[src/rtl/i2s_pkg.sv]
// Shared I2S capture types and constants.
// Imported by the receiver top and its input synchronizer.
package i2s_pkg;

  localparam int I2S_SAMPLE_BITS = 24;
  localparam int I2S_CNT_W       = 6;
  localparam int I2S_MIN_SYNC    = 2;

  typedef logic [I2S_SAMPLE_BITS-1:0] i2s_word_t;

  typedef struct packed {
    i2s_word_t left;
    i2s_word_t right;
  } i2s_frame_t;

  typedef enum logic {
    CH_LEFT  = 1'b0,
    CH_RIGHT = 1'b1
  } i2s_ch_t;

endpackage

[src/rtl/i2s_input_sync.sv]
// Brings bck/lrck/sdata into the clk domain.
// Also produces a one-cycle pulse on each synchronized bck rise.
module i2s_input_sync
  import i2s_pkg::*;
#(
  parameter int SYNC_STAGES = 2
) (
  input  logic clk,
  input  logic reset,
  input  logic bck,
  input  logic lrck,
  input  logic sdata,
  output logic bck_rise,
  output logic lrck_sync,
  output logic sdata_sync
);

  localparam int STAGES =
    (SYNC_STAGES < I2S_MIN_SYNC) ? I2S_MIN_SYNC : SYNC_STAGES;

  logic [STAGES-1:0] bck_ff;
  logic [STAGES-1:0] lrck_ff;
  logic [STAGES-1:0] sdata_ff;
  logic              bck_prev;

  always_ff @(posedge clk or posedge reset) begin
    if (reset) begin
      bck_ff   <= '0;
      lrck_ff  <= '0;
      sdata_ff <= '0;
      bck_prev <= 1'b0;
    end else begin
      bck_ff   <= {bck_ff[STAGES-2:0], bck};
      lrck_ff  <= {lrck_ff[STAGES-2:0], lrck};
      sdata_ff <= {sdata_ff[STAGES-2:0], sdata};
      bck_prev <= bck_ff[STAGES-1];
    end
  end

  assign bck_rise   = bck_ff[STAGES-1] & ~bck_prev;
  assign lrck_sync  = lrck_ff[STAGES-1];
  assign sdata_sync = sdata_ff[STAGES-1];

endmodule

[src/rtl/i2s_receiver.sv]
// I2S capture stage: deserializes MSB-first L/R words
// and hands {left, right} frames out over valid/ready.
module i2s_receiver
  import i2s_pkg::*;
#(
  parameter int SAMPLE_BITS = I2S_SAMPLE_BITS,
  parameter int DATA_DELAY  = 1,
  parameter int SYNC_STAGES = 2
) (
  input  logic                     clk,
  input  logic                     reset,
  input  logic                     enable,
  input  logic                     bck,
  input  logic                     lrck,
  input  logic                     sdata,
  output logic                     samples_valid,
  input  logic                     samples_ready,
  output logic [2*SAMPLE_BITS-1:0] samples_data,
  output logic                     frame_error,
  output logic                     overflow,
  input  logic                     clear_status
);

  localparam logic [6:0] FIRST = 7'(DATA_DELAY);
  localparam logic [6:0] LAST  = 7'(DATA_DELAY + SAMPLE_BITS - 1);
  localparam logic [6:0] NBITS = 7'(SAMPLE_BITS);

  logic                   bck_rise;
  logic                   lrck_s;
  logic                   sdata_s;
  logic [I2S_CNT_W-1:0]   bit_cnt;
  logic                   lrck_prev;
  logic                   primed;
  logic                   synced;
  logic                   word_done;
  logic                   left_have;
  logic [SAMPLE_BITS-1:0] shift;
  logic [SAMPLE_BITS-1:0] left_word;

  logic                   boundary;
  logic [6:0]             cnt_eff;
  logic                   in_word;
  logic [SAMPLE_BITS-1:0] shift_nxt;
  logic                   word_last;
  logic                   frame_ready;
  logic                   err_set;
  logic                   ovf_set;
  i2s_ch_t                ch;

  i2s_input_sync #(
    .SYNC_STAGES(SYNC_STAGES)
  ) u_sync (
    .clk       (clk),
    .reset     (reset),
    .bck       (bck),
    .lrck      (lrck),
    .sdata     (sdata),
    .bck_rise  (bck_rise),
    .lrck_sync (lrck_s),
    .sdata_sync(sdata_s)
  );

  // primed keeps the first rise after reset/enable from
  // being mistaken for an lrck boundary.
  always_comb begin
    ch          = i2s_ch_t'(lrck_s);
    boundary    = primed && (lrck_s != lrck_prev);
    cnt_eff     = boundary ? 7'd0 : ({1'b0, bit_cnt} + 7'd1);
    in_word     = (cnt_eff - FIRST) < NBITS;
    shift_nxt   = {shift[SAMPLE_BITS-2:0], sdata_s};
    word_last   = bck_rise && enable && synced &&
                  !boundary && (cnt_eff == LAST);
    err_set     = bck_rise && enable && boundary &&
                  synced && !word_done;
    frame_ready = word_last && (ch == CH_RIGHT) && left_have;
    ovf_set     = frame_ready && samples_valid && !samples_ready;
  end

  always_ff @(posedge clk or posedge reset) begin
    if (reset) begin
      bit_cnt   <= '0;
      lrck_prev <= 1'b0;
      primed    <= 1'b0;
      synced    <= 1'b0;
      word_done <= 1'b0;
      left_have <= 1'b0;
      shift     <= '0;
      left_word <= '0;
    end else if (!enable) begin
      bit_cnt   <= '0;
      primed    <= 1'b0;
      synced    <= 1'b0;
      word_done <= 1'b0;
      left_have <= 1'b0;
      shift     <= '0;
    end else if (bck_rise) begin
      lrck_prev <= lrck_s;
      primed    <= 1'b1;
      if (boundary) begin
        bit_cnt   <= '0;
        synced    <= 1'b1;
        word_done <= 1'b0;
      end else if (bit_cnt != '1) begin
        bit_cnt <= bit_cnt + 1'b1;
      end
      if (in_word) shift <= shift_nxt;
      if (err_set) left_have <= 1'b0;
      if (word_last) begin
        word_done <= 1'b1;
        if (ch == CH_LEFT) begin
          left_word <= shift_nxt;
          left_have <= 1'b1;
        end else begin
          left_have <= 1'b0;
        end
      end
    end
  end

  always_ff @(posedge clk or posedge reset) begin
    if (reset) begin
      samples_valid <= 1'b0;
      samples_data  <= '0;
    end else if (frame_ready && (!samples_valid || samples_ready)) begin
      samples_valid <= 1'b1;
      samples_data  <= {left_word, shift_nxt};
    end else if (samples_valid && samples_ready) begin
      samples_valid <= 1'b0;
    end
  end

  // A same-cycle clear wins over a new error/overflow.
  always_ff @(posedge clk or posedge reset) begin
    if (reset) begin
      frame_error <= 1'b0;
      overflow    <= 1'b0;
    end else if (clear_status) begin
      frame_error <= 1'b0;
      overflow    <= 1'b0;
    end else begin
      if (err_set) frame_error <= 1'b1;
      if (ovf_set) overflow    <= 1'b1;
    end
  end

endmodule
[config.mk]
export PLATFORM = sky130hd
export DESIGN_NAME = i2s_receiver
export DESIGN_NICKNAME = d
export VERILOG_FILES = /design/src/rtl/i2s_pkg.sv /design/src/rtl/i2s_input_sync.sv /design/src/rtl/i2s_receiver.sv
export SDC_FILE = /design/constraint.sdc
export NUM_CORES = 1
export LEC_CHECK = 0
export CAP_MARGIN = 20
export CELL_PAD_IN_SITES_DETAIL_PLACEMENT = 0
export CELL_PAD_IN_SITES_GLOBAL_PLACEMENT = 1
export CORE_ASPECT_RATIO = 0.75
export CORE_MARGIN = 3
export CORE_UTILIZATION = 39
export DETAILED_ROUTE_END_ITERATION = 8
export PLACE_DENSITY_LB_ADDON = 0.1
export SYNTH_ARGS = -nofsm -noshare
export SYNTH_HDL_FRONTEND = slang
export SYNTH_SLANG_ARGS = --single-unit
export TNS_END_PERCENT = 10
[constraint.sdc]
create_clock -name clk -period 6.61 [get_ports clk]
set_input_delay 1.322 -clock clk [delete_from_list [all_inputs] [get_ports clk]]
set_output_delay 1.322 -clock clk [all_outputs]
set_load 0.005 [all_outputs]
==> flow_summary.toml <==
[outcome]
status = "finished clean"

[sta]
finalSetupViolations = 0
finalCriticalPeriod_ps = 3960
min_period_over_period_pct = 59.9
hold_viol_final = 0
worstMarginPinSlew_ps = 931
drv_slew = 0
clock_skew_ps = 9.89
relSlewSlack_pct = 37.8
finalSetupTns_ps = 0
fmax_ghz = 0.253
rsz0062_at_grt = "false"

[route]
wl_met3_um = 301
routed.top_layer = "met4"
drc = 0
drt-vias-per-instance = 4.81
initialDrtViolationCount = 114
drt-pass1-iter-count = 4
ant_nets = 0
met2_length_mm = 3.59
vias = 2684
wl_met1_mm = 4.60
drt_wl_total_mm = 8.64
route.detailed.wl_per_inst_um = 15.5

[logic_synthesis]
ys_warn_count = 0
syn_area_per_cell_sq_um = 14.3
seq_area_frac_synth_pct = 62.2
synth_edf_count = 0
async_flop_share_pct = 100
synth_seq_cells = 116
synth-simple-area-share_pct = 6.98
synth_top_family_by_area = "multiplexers"
synthAdderAreaFrac_pct = 0.268
yosys.area.top_type = "dfrtp_1"
yosys-mux-area-fraction_pct = 23.2
synth-compound-area-share_pct = 3.54
synth_area_leaders = "dfrtp_1, mux2_2, mux2i_1"
synth.most_common_cell = "dfrtp_1"
synth-main-ff-cell = "dfrtp_1"
synth_nets = 334
ys_top_cells_by_count = "dfrtp_1, mux2_2, nand2_1"
syn_inst = 325
synth_top_area_share_pct = 62.2
yosys.cell_types.count = 47
synth_area_sq_mm = 0.00466
synth-xor-area-share_pct = 0.751

[clocking]
worst_skew_pair.late_latency_ps = 400
cts_tree = "done"
numCtsBuffers = 17
cts_resized = 0
post_cts_buffers = 0
cts_root_buf = "clkbuf_16"
ctsHtreeMaxLevel = 4
cts_hold_buf = 0
path_clk_slew_ps = 50
clock-sinks = 116
clockBufferDepth = 2

[power]
p_per_area_mw_per_mm2 = 270
irDropWorstVdd_mv = 0.192
power.leakage_nw = 2.78

[die]
die_h_um = 101
rows = 33
start_util_pct = 41.2
ios = 59
die_w_um = 132
coreArea_sq_mm = 0.0113
die_area_sq_mm = 0.0133

[hold_path]
min_path_cells = 0
worstHoldEndpoint = "u_sync.sdata_ff[1]"
hold_start = "u_sync.sdata_ff[0]"
hp-class = "flip-flop to flip-flop"

[worst_setup_path]
rr_worst_depth = 7
r2r-end = "samples_data[17]"
worstSetupStartpointType = "input port"
r2r_start = "bit_cnt[0]"
cp.arrival_ps = 4240
r2r_setup_slack_ps = 3430
worstPathMaxFanout = 33
crit_path_end_kind = "flip-flop"
crit_required_ps = 6890
path_class = "input port to flip-flop"

[finish]
drive_gt1_share_pct = 28.4
area_delta_synth_final_pct = 26.3
utilization_pct = 52.1
nets = 400
num_antenna_cells = 0

[global_route]
antenna_found_initial = 0
grt_max_degree = 70
grt_pass1_wl_mm = 14.8
overflow = 0
grt_use_total_pct = 14.2
grt_pass1_vias = 2864

[placement]
io_buffers = 58
dp_hpwl_mm = 5.56
finalWeightedCongestion = 0.777

[flow_run]
max-cap-violations = 0
## metal layers
layer,up-vias,GRT usage [%]
met3,13,3.79
li1,1279,-
met1,1340,20.5
met5,-,0
met4,0,6.71
met2,52,19.9
## per-stage QoR
step                      instance area (sq um)  hold WS, ps  power (mW)  worst slack, ps  instances
after CTS                                  5890          351        1.61             2560        558
after global routing                       5890          361        1.65             2330        558
after floorplan                            4660          331       0.766             2220        325
after global placement                     5360          333       0.779             2200        529
final                                      5890          350        1.59             2650        558
after detailed placement                   5360          340       0.779             2120        529
## cell usage in the layout, fill, tap and decap left out, drive strengths merged, types with 5 or more instances in the layout
master,n
dfrtp,116
mux2,73
clkdlybuf4s50,58
nand2,32
mux2i,26
clkbuf,23
nand3,8
o21ai,5
clkinv,5
buf,5
inv,5
## how the worst max path moves through the flow
stage | slack (ps) | start | end | cells after the start
after global placement | 2200 | enable | samples_data[17] | 7
after detailed placement | 2120 | enable | samples_data[17] | 7
final | 2650 | enable | samples_data[17] | 7
after CTS | 2560 | enable | samples_data[17] | 7
after floorplan | 2220 | reset | bit_cnt[0] | 1
after global routing | 2330 | enable | samples_data[17] | 7
## logic make-up after synthesis
| group | Yosys count |
|---|---|
| buf+inv | 21 |
| compound gates | 21 |
| flops | 116 |
| simple gates | 63 |
| mux | 99 |
| fa+ha+maj | 1 |
| xor+xnor | 4 |
## report_power, final
part / leakage, nW / switching, mW / internal (mW) / total, mW
sequential: 1.60 / 0.00433 / 0.717 / 0.721
combinational: 0.910 / 0.0299 / 0.0152 / 0.0451
clock: 0.268 / 0.288 / 0.536 / 0.824
total: 2.78 / 0.322 / 1.27 / 1.59
## worst max-delay path: stages
cell,delay (ps)
clkdlybuf4s50_1,460
buf_4,330
nand3_1,170
nor3_2,250
nand4_1,760
buf_4,590
mux2_1,350
## cell type report
type                       count  area (sq um)
fill                         996          5420
clock inverter                 6          55.1
sequential                   116          2900
tap                          157           196
multi-input combinational    188          1620
clock buffer                  23           478
inverter                       5          21.3
timing repair buffer          63           618
## sequential cells by signal, indices dropped and copies added, names as in the netlist, 2 cells and up
register / cells
u_sync.sdata_ff: 2
left_word: 24
bit_cnt: 6
u_sync.lrck_ff: 2
u_sync.bck_ff: 2
shift: 23
samples_data: 48
Power figures use the tool's default switching activity.
